## src/rtl/if_id_stage.sv

```systemverilog
// rtl/if_id_stage.sv - RISC-V instruction fetch stage with IF/ID pipeline register
module if_id_stage #(
  parameter logic [31:0] RESET_PC  = 32'h0000_0000,
  parameter logic [31:0] NOP_INSTR = 32'h0000_0013
) (
  input  logic        clk_i,
  input  logic        rst_i,
  input  logic        start_i,
  input  logic        stall_i,
  input  logic        flush_i,
  input  logic [31:0] branch_target_i,
  output logic        imem_req_o,
  output logic [31:0] imem_addr_o,
  input  logic [31:0] imem_data_i,
  input  logic        imem_ready_i,
  output logic [31:0] pc_o,
  output logic [31:0] instr_o,
  output logic        valid_o
);

  localparam logic [1:0] S_IDLE     = 2'd0;
  localparam logic [1:0] S_FETCH    = 2'd1;
  localparam logic [1:0] S_HOLD     = 2'd2;
  localparam logic [1:0] S_REDIRECT = 2'd3;

  logic [1:0]  state_q, state_d;
  logic [31:0] pc_q, pc_d;
  logic [31:0] if_pc_q, if_pc_d;
  logic [31:0] if_instr_q, if_instr_d;
  logic        if_valid_q, if_valid_d;
  logic [31:0] hold_pc_q, hold_pc_d;
  logic [31:0] hold_instr_q, hold_instr_d;
  logic        completion;
  logic        unused_target_lsbs;

  assign unused_target_lsbs = ^branch_target_i[1:0];

  assign imem_req_o  = (state_q == S_FETCH);
  assign imem_addr_o = pc_q;
  assign completion  = imem_req_o & imem_ready_i;

  always_comb begin
    state_d      = state_q;
    pc_d         = pc_q;
    if_pc_d      = if_pc_q;
    if_instr_d   = if_instr_q;
    if_valid_d   = if_valid_q;
    hold_pc_d    = hold_pc_q;
    hold_instr_d = hold_instr_q;

    if (state_q == S_IDLE) begin
      if (start_i) state_d = S_FETCH;
    end else if (flush_i) begin
      pc_d         = {branch_target_i[31:2], 2'b00};
      if_instr_d   = NOP_INSTR;
      if_valid_d   = 1'b0;
      hold_pc_d    = 32'h0;
      hold_instr_d = 32'h0;
      state_d      = S_REDIRECT;
    end else if (state_q == S_REDIRECT) begin
      // The dead cycle lasts exactly one clock even under stall; IF/ID is already a bubble.
      state_d = S_FETCH;
    end else if (stall_i) begin
      if (completion) begin
        hold_pc_d    = pc_q;
        hold_instr_d = imem_data_i;
        state_d      = S_HOLD;
      end
    end else if (state_q == S_HOLD) begin
      if_pc_d      = hold_pc_q;
      if_instr_d   = hold_instr_q;
      if_valid_d   = 1'b1;
      pc_d         = pc_q + 32'd4;
      hold_pc_d    = 32'h0;
      hold_instr_d = 32'h0;
      state_d      = S_FETCH;
    end else if (completion) begin
      if_pc_d    = pc_q;
      if_instr_d = imem_data_i;
      if_valid_d = 1'b1;
      pc_d       = pc_q + 32'd4;
    end else begin
      if_instr_d = NOP_INSTR;
      if_valid_d = 1'b0;
    end
  end

  always_ff @(posedge clk_i or negedge rst_i) begin
    if (!rst_i) begin
      state_q      <= S_IDLE;
      pc_q         <= RESET_PC;
      if_pc_q      <= 32'h0;
      if_instr_q   <= NOP_INSTR;
      if_valid_q   <= 1'b0;
      hold_pc_q    <= 32'h0;
      hold_instr_q <= 32'h0;
    end else begin
      state_q      <= state_d;
      pc_q         <= pc_d;
      if_pc_q      <= if_pc_d;
      if_instr_q   <= if_instr_d;
      if_valid_q   <= if_valid_d;
      hold_pc_q    <= hold_pc_d;
      hold_instr_q <= hold_instr_d;
    end
  end

  assign pc_o    = if_pc_q;
  assign instr_o = if_instr_q;
  assign valid_o = if_valid_q;

endmodule

```

## config.mk

```make
export PLATFORM = sky130hd
export DESIGN_NAME = if_id_stage
export DESIGN_NICKNAME = d
export VERILOG_FILES = /design/src/rtl/if_id_stage.sv
export SDC_FILE = /design/constraint.sdc
export NUM_CORES = 1
export LEC_CHECK = 0
export ABC_AREA = 1
export CAP_MARGIN = 20
export CELL_PAD_IN_SITES_DETAIL_PLACEMENT = 0
export CELL_PAD_IN_SITES_GLOBAL_PLACEMENT = 1
export CORE_ASPECT_RATIO = 0.9
export CORE_MARGIN = 2
export CORE_UTILIZATION = 34
export CTS_CLUSTER_SIZE = 20
export DETAILED_ROUTE_END_ITERATION = 8
export PLACE_DENSITY_LB_ADDON = 0.1
export SLEW_MARGIN = 20
export SYNTH_ARGS = -nofsm -noshare
export SYNTH_HDL_FRONTEND = slang
export SYNTH_SLANG_ARGS = --single-unit
```

## constraint.sdc

```tcl
create_clock -name clk_i -period 1.64 [get_ports clk_i]
set_input_delay 0.328 -clock clk_i [delete_from_list [all_inputs] [get_ports clk_i]]
set_output_delay 0.328 -clock clk_i [all_outputs]
set_load 0.03 [all_outputs]
```

* Yosys cells after proc, flatten, opt, wreduce, memory -nomap -nowiden *
Cells that the tools add are included.
Widths: inputs -> output; s select.

storage, ports and cells
  flip-flop bits (word level) = 163
  word-level logic and storage cells = 63
  output and inout bits = 98

operators by class
  bitwise operators = 5
  equality and inequality tests = 8
  multiplexer cells = 32
  reduce and logical (&&, ||, !) cells = 10
  add/sub/neg operators = 1

operators with widths
  kind                   count
  $mux 32                20
  $add 32x3->32 const B  1
  $mux 2                 7
  $reduce_and 4->1       2
  $reduce_and 3->1       2
  $reduce_bool 3->1      2
  $mux 1                 5
  $ne 5x1->1 const B     1
  $reduce_and 5->1       1
  $reduce_bool 5->1      1
  $eq 2x2->1 const B     2
  $ne 2x2->1 const B     2
  $not 1->1              4
  $ne 3x1->1 const B     1
  $eq 2x1->1 const B     1
  $logic_not 2->1        1
  $ne 2x1->1 const B     1
  $reduce_bool 2->1      1
  $and 1x1->1            1

* Depth between registers and ports, before layout *
Gate-level depths: netlist of the first run.

  word-level depth = 7
  mapped depth = 11
  gate-level depth less buffers = 10

* Worst setup path before layout of the first run *
No wires, ideal clock.

  path type = register -> register
  start = reg state_q[1]
  end = reg pc_q[3], in the netlist imem_addr_o[3]
  path buffers = 1
  arrival time = 1.777 ns
  period minus slack after synthesis = 1.859 ns
  data required time = 1.558 ns
  cell stages (with the launch flop) = 10
  slack = -0.219 ns
  path through = dfrtp_1 > inv_1 > ha_1 > nand2_1 > nand2_1 > inv_2 > a21oi_4 > buf_4 > nor2_1 > a31oi_1

RTL lines
  element                             line  text
  start, declared                     26    logic [1:0] state_q, state_d;
  start signal, assigned              98    state_q <= state_d;
  $eq 2x1->1                          38    assign imem_req_o = (state_q == S_FETCH);
  named net imem_req_o                12    output logic imem_req_o,
  $and 1x1->1                         40    assign completion = imem_req_o & imem_ready_i;
  $reduce_bool 3->1 (no source line)  --
  $reduce_and 4->1 (no source line)   --
  end signal, assigned                99    pc_q <= pc_d;
  end, declared                       27    logic [31:0] pc_q, pc_d;

The timed path passes the listed nets, and every way through them passes these cells. The select of a mux whose other input is x is not followed.
A chain may end at the register's enable or synchronous reset.

* Final worst setup path of the first run *
  start = reg state_q[1]
  end = reg hold_pc_q[18]

between the ends
  cells in the longest elaborated chain, start to end = 4

ends and longest elaborated chain
  element                              line  text
  $eq 2x1->1                           38
  $and 1x1->1                          40
  $ne 3x1->1 (no source line)          --
  $reduce_and 4->1 (no source line) *  --
  end signal, assigned                 103   hold_pc_q <= hold_pc_d;
  end, declared                        31    logic [31:0] hold_pc_q, hold_pc_d;

Mark *: on every way between the ends. The rest lies on a longest branch, timed or not.

==> results of run 1 <==
## registers in the layout, summed over array words and instances, names as in the netlist
name          cells
hold_instr_q     32
hold_pc_q        31
imem_addr_o      30
instr_o          32
pc_o             31
state_q           2
valid_o           1
## cell families (layout without fill, tap and decap cells)
kind of cell    Yosys count  in the layout  share of synthesized area
compound gates          203            203                     0.1470
xor+xnor                  1              1                   0.001104
fa+ha+maj                 6              6                   0.009460
buf+inv                 117            388                    0.06496
flops                   159            159                     0.5019
other cells               1              2                  0.0004726
simple gates            558            558                     0.2752
## worst max path at each step
| stage | startpoint | endpoint | slack (ps) |
|---|---|---|---|
| floorplan | state_q[0] | pc_o[10] | -20 |
| global placement | flush_i | hold_pc_q[28] | -280 |
| detailed placement | flush_i | hold_pc_q[6] | -380 |
| CTS | state_q[1] | imem_addr_o[25] | -90 |
| global route | state_q[1] | hold_pc_q[18] | -160 |
| finish | state_q[1] | hold_pc_q[18] | -90 |
## routing by layer
metal	global-route usage	routed length (um)	up-vias
met5	0	0	-
met4	0.05391	395	0
met3	0.03864	1139	21
met2	0.3410	12540	189
met1	0.3310	13460	3781
li1	-	-	3901
## power groups by stage
stage               clock (mW)  combinational [mW]  sequential [mW]
finish                    4.30                12.2             6.64
global route              4.53                13.3             6.84
CTS                       4.37                11.1             6.49
detailed placement           0                10.3             6.52
global placement             0                10.2             6.53
floorplan                    0                4.06             8.03
## cell usage after synthesis (all sizes together)
cell,count
o22ai,1
buf,34
a2bb2oi,1
conb,1
o21bai,1
dfstp,3
dfrtp,156
or2,2
nand3,39
o211ai,2
ha,6
o21ai,92
o21a,1
and2,1
nand2,372
a21oi,46
o31ai,28
a31oi,31
nor2,143
xor2,1
inv,53
clkbuf,30
nand3b,1
## worst reg2reg max path, cell delays in order, from the launching register on
cell	delay, ps
dfrtp_2	450
inv_4	70
ha_4	180
a21oi_4	170
buf_6	130
nand3_4	140
buf_12	190
buf_16	150
nand2_4	70
o31ai_4	60
## area by class of cell
| cell class | count | area share |
|---|---|---|
| Multi-Input combinational cell | 770 | 0.3329 |
| Timing Repair Buffer | 303 | 0.2512 |
| Inverter | 53 | 0.01726 |
| Sequential cell | 159 | 0.3183 |
| Clock inverter | 13 | 0.01407 |
| Tap cell | 302 | 0.03014 |
| Clock buffer | 19 | 0.03612 |
## what timing repair did
item	CTS	global route
pin swaps	6	27
cloned	7	6
endpoints found under the hold margin	29	0
gates resized for setup	214	202
hold buffers	1	0
setup endpoints to repair	238	165
buffers inserted	16	12
==> impl_metrics.env, run 1 <==
export IMPL_p_switching_mw=10.25
export IMPL_path_cells="inv_4 > ha_4 > a21oi_4 > buf_6 > nand3_4 > buf_12 > buf_16 > nand2_4 > o31ai_4"
export IMPL_power_total_mw=23.16
export IMPL_crit_buf_inv=4
export IMPL_hold_class="in -> async"
export IMPL_antenna_found_initial=0
export IMPL_grt_pass1_vias=7616
export IMPL_mostFrequentLayoutCell="nand2_1"
export IMPL_regArea_um2=3991
export IMPL_mappedNetlistArea_um2=7935
export IMPL_yosysTopAreaCell="dfrtp_1"
export IMPL_slowest_stage="dfrtp_2"
export IMPL_synth_cell_types=34
export IMPL_setup_viol=86
export IMPL_max_freq_ghz=0.5796
export IMPL_skew_ps=10.18
export IMPL_drtIter0Drc=414
export IMPL_crit_path_max_incr_delay_ps=450
export IMPL_grt_pass1_wl_um=42310
export IMPL_yosys_warnings=0
export IMPL_p_sw_frac=0.4426
export IMPL_worst_path_stages=9
export IMPL_num_rows=53
export IMPL_syn_inst=1045
export IMPL_worstPathRequired_ps=1950
export IMPL_ff2ff_path_depth=9
export IMPL_syn2layout_area_growth_pct=58.01
export IMPL_portBuffers=163
export IMPL_final_area_um2=12540
export IMPL_p_leak_nw=5.802
export IMPL_vias_per_cell=4.875
export IMPL_sequentialPowerShare=0.287
export IMPL_maxCapViolCount=0
export IMPL_io_pins=168
export IMPL_ant_nets=0
export IMPL_cts_path_max_buffers=2
export IMPL_whs_ps=368.9
export IMPL_root_buffer="clkbuf_16"
export IMPL_cts_buffers=17
export IMPL_drv_slew=0
export IMPL_drc=0
export IMPL_grt_max_degree=53
export IMPL_fillers=2181
export IMPL_die_w_um=165.0
export IMPL_ys_seq_area_frac=0.5019
export IMPL_final_cell_mix="325 x nand2_1, 149 x dfrtp_1, 97 x nor2_1"
export IMPL_place_area_um2=10640
export IMPL_setup_tns_ps=-2488
export IMPL_cts_htree_levels=4
export IMPL_fp_coreArea_um2=23140
export IMPL_path_max_fanout=6
export IMPL_final_cells=1619
export IMPL_syn_avg_cell_area_um2=7.593
export IMPL_drt_wl_total_um=27540
export IMPL_path_delay_family="buffers and inverters"
export IMPL_period_share=1.052
export IMPL_rsz0062_at_grt="true"
export IMPL_p_int_mw=12.91
export IMPL_cts_sinks=159
export IMPL_finalHoldViolations=0
export IMPL_drive_gt1_frac=0.2733
export IMPL_fp_dieArea_um2=24580
export IMPL_synth_seq_cells=159
export IMPL_clk_pin_slew_ps=70
export IMPL_min_period_ps=1725
export IMPL_utilization=0.5418
export IMPL_drtPass1Iterations=5
export IMPL_synth_top_area_frac=0.4920
export IMPL_die_h_um=148.9
export IMPL_clk_insertion_delay_late_ps=430
export IMPL_cts_tree="done"
export IMPL_rr_endpoint="hold_pc_q[18]"
export IMPL_yosys_top_cells_area="dfrtp_1 49%, nand2_1 18%, nor2_1 6.7%"
export IMPL_ir_worst_vdd_v=0.0009756
export IMPL_arrival_ps=2030
export IMPL_powerDensity_nw_per_um2=1847
export IMPL_critPathCaptureType="register"
export IMPL_place_ws_ps=-380.0
export IMPL_multi_input_comb_area_um2=4174
export IMPL_clkPwrFrac=0.186
export IMPL_gr_total_overflow=0
export IMPL_comb_power_share=0.528
export IMPL_status="finished with violations"
export IMPL_grt_use_total=0.2239
export IMPL_gp_congestion=0.7983
export IMPL_rrSetupSlack_ps=-90
export IMPL_antenna_diode_count=0
export IMPL_via_count=7892
export IMPL_violations="negative setup slack"
export IMPL_r2r_start="state_q[1]"
export IMPL_avgRoutedWirePerCell_um=17.01
export IMPL_hpwl_um=17980
export IMPL_start_util=0.3429
export IMPL_setup_ws_ps=-85.36
export IMPL_nets=1380
export IMPL_post_place_cells=1552
export IMPL_start_kind="register"
export IMPL_critPathKind="reg -> reg"
Power figures use the tool's default switching activity.
==> inputs of run 2 (changes only) <==
--- a/config.mk
+++ b/config.mk
@@ -15,6 +15,7 @@
 export CTS_CLUSTER_SIZE = 20
 export DETAILED_ROUTE_END_ITERATION = 8
 export PLACE_DENSITY_LB_ADDON = 0.1
+export SKIP_LAST_GASP = 1
 export SLEW_MARGIN = 20
 export SYNTH_ARGS = -nofsm -noshare
 export SYNTH_HDL_FRONTEND = slang
==> run 2 against run 1 <==
The flow still finishes with violations (negative setup slack). Sequential power about the same. Clock-buffer cell count unchanged. Global-route usage down 0.071 points.
==> impl_metrics.env, run 2 (same netlist as run 1, synthesis figures left out) <==
export IMPL_drv_slew=0
export IMPL_grt_use_total=0.2232
export IMPL_gr_total_overflow=0
export IMPL_start_kind="register"
export IMPL_num_rows=53
export IMPL_syn2layout_area_growth_pct=57.82
export IMPL_violations="negative setup slack"
export IMPL_final_area_um2=12520
export IMPL_fp_dieArea_um2=24580
export IMPL_cts_buffers=17
export IMPL_rrSetupSlack_ps=-90
export IMPL_p_leak_nw=5.813
export IMPL_die_h_um=148.9
export IMPL_grt_max_degree=53
export IMPL_min_period_ps=1725
export IMPL_clk_pin_slew_ps=70
export IMPL_maxCapViolCount=0
export IMPL_vias_per_cell=4.851
export IMPL_avgRoutedWirePerCell_um=17.02
export IMPL_r2r_start="state_q[0]"
export IMPL_status="finished with violations"
export IMPL_critPathKind="reg -> reg"
export IMPL_powerDensity_nw_per_um2=1854
export IMPL_cts_path_max_buffers=2
export IMPL_finalHoldViolations=0
export IMPL_setup_ws_ps=-85.19
export IMPL_hold_class="in -> async"
export IMPL_cts_tree="done"
export IMPL_io_pins=168
export IMPL_drt_wl_total_um=27550
export IMPL_die_w_um=165.0
export IMPL_period_share=1.052
export IMPL_place_area_um2=10640
export IMPL_setup_tns_ps=-2296
export IMPL_grt_pass1_wl_um=42190
export IMPL_via_count=7853
export IMPL_antenna_found_initial=0
export IMPL_hpwl_um=17980
export IMPL_setup_viol=76
export IMPL_cts_htree_levels=4
export IMPL_start_util=0.3429
export IMPL_root_buffer="clkbuf_16"
export IMPL_cts_sinks=159
export IMPL_clk_insertion_delay_late_ps=430
export IMPL_ff2ff_path_depth=9
export IMPL_grt_pass1_vias=7591
export IMPL_nets=1380
export IMPL_rsz0062_at_grt="true"
export IMPL_utilization=0.5411
export IMPL_worstPathRequired_ps=1950
export IMPL_gp_congestion=0.7983
export IMPL_ir_worst_vdd_v=0.0009145
export IMPL_arrival_ps=2040
export IMPL_final_cell_mix="325 x nand2_1, 148 x dfrtp_1, 105 x nor2_1"
export IMPL_max_freq_ghz=0.5796
export IMPL_critPathCaptureType="register"
export IMPL_drtPass1Iterations=5
export IMPL_path_max_fanout=6
export IMPL_antenna_diode_count=0
export IMPL_mostFrequentLayoutCell="nand2_1"
export IMPL_rr_endpoint="hold_pc_q[13]"
export IMPL_ant_nets=0
export IMPL_drtIter0Drc=430
export IMPL_portBuffers=163
export IMPL_fillers=2180
export IMPL_fp_coreArea_um2=23140
export IMPL_skew_ps=11.60
export IMPL_drc=0
export IMPL_drive_gt1_frac=0.2665
-- run 2: changes by cell type in the layout (fill, tap and decap cells not counted), sizes merged --
cell,previous run,this run
buf,142,141
bufbuf,0,1
-- run 2: worst max-delay path by stage --
stage | to | from | depth (start not counted)
floorplan | pc_o[10] | state_q[0] | 9
global placement | hold_pc_q[28] | flush_i | 8
detailed placement | hold_pc_q[6] | flush_i | 8
CTS | imem_addr_o[22] | imem_addr_o[22] | 1
global route | hold_pc_q[18] | state_q[1] | 9
finish | hold_pc_q[13] | state_q[0] | 9
-- run 2: final cells by class --
cell class,instances,area (um2),share of cell area
well taps,302,377.9,0.03017
multi-input cells,770,4146,0.3311
inverters,53,216.5,0.01728
flip-flops and latches,159,3993,0.3188
clock inverters,13,176.4,0.01409
clock buffers,19,452.9,0.03617
repair buffers,303,3161,0.2524
-- run 2: per-layer routing --
layer | GRT usage | wire [um] | part of all wire
met3 | 0.03864 | 1055 | 0.038
met4 | 0.05391 | 384 | 0.014
met2 | 0.3390 | 12550 | 0.46
met1 | 0.3306 | 13570 | 0.49
met5 | 0 | 0 | 0
-- run 2: power by group --
part	switching, mW	internal (mW)	total, mW
Sequential	1.29	5.34	6.62
Clock	1.78	2.52	4.29
Combinational	7.20	5.10	12.3
-- run 2: per-stage QoR --
stage	instances	setup slack, ps	hold slack [ps]	power (mW)
6_report	1619	-85.19	367.6	23.22
5_1_grt	1619	-154.1	385.5	24.69
4_1_cts	1606	-91.18	360.1	21.93
3_5_place_dp	1552	-380.0	250.7	16.84
3_3_place_gp	1552	-275.7	255.1	16.74
2_1_floorplan	1046	-16.51	32.41	12.09
-- run 2: worst max-delay path: stages (launching register included) --
cell and delay (ps):
dfrtp_2 450, inv_4 70, ha_4 180, a21oi_4 170
buf_6 130, nand3_4 140, buf_12 190, buf_16 150
nand2_1 70, o31ai_2 60
-- run 2: what timing repair did --
action | CTS | global route
endpoints found under the setup margin | 238 | 163
buffers inserted | 16 | 12
hold buffers | 1 | 0
cloned | 7 | 6
hold endpoints to repair | 29 | 0
pin swaps | 6 | 38
resized for setup | 198 | 201
==> inputs of run 3 (changes only) <==
--- a/config.mk
+++ b/config.mk
@@ -6,7 +6,6 @@
 export NUM_CORES = 1
 export LEC_CHECK = 0
 export ABC_AREA = 1
-export CAP_MARGIN = 20
 export CELL_PAD_IN_SITES_DETAIL_PLACEMENT = 0
 export CELL_PAD_IN_SITES_GLOBAL_PLACEMENT = 1
 export CORE_ASPECT_RATIO = 0.9
==> results of run 3 <==
Final layout, timing and power as in run 2 (identical DEF).
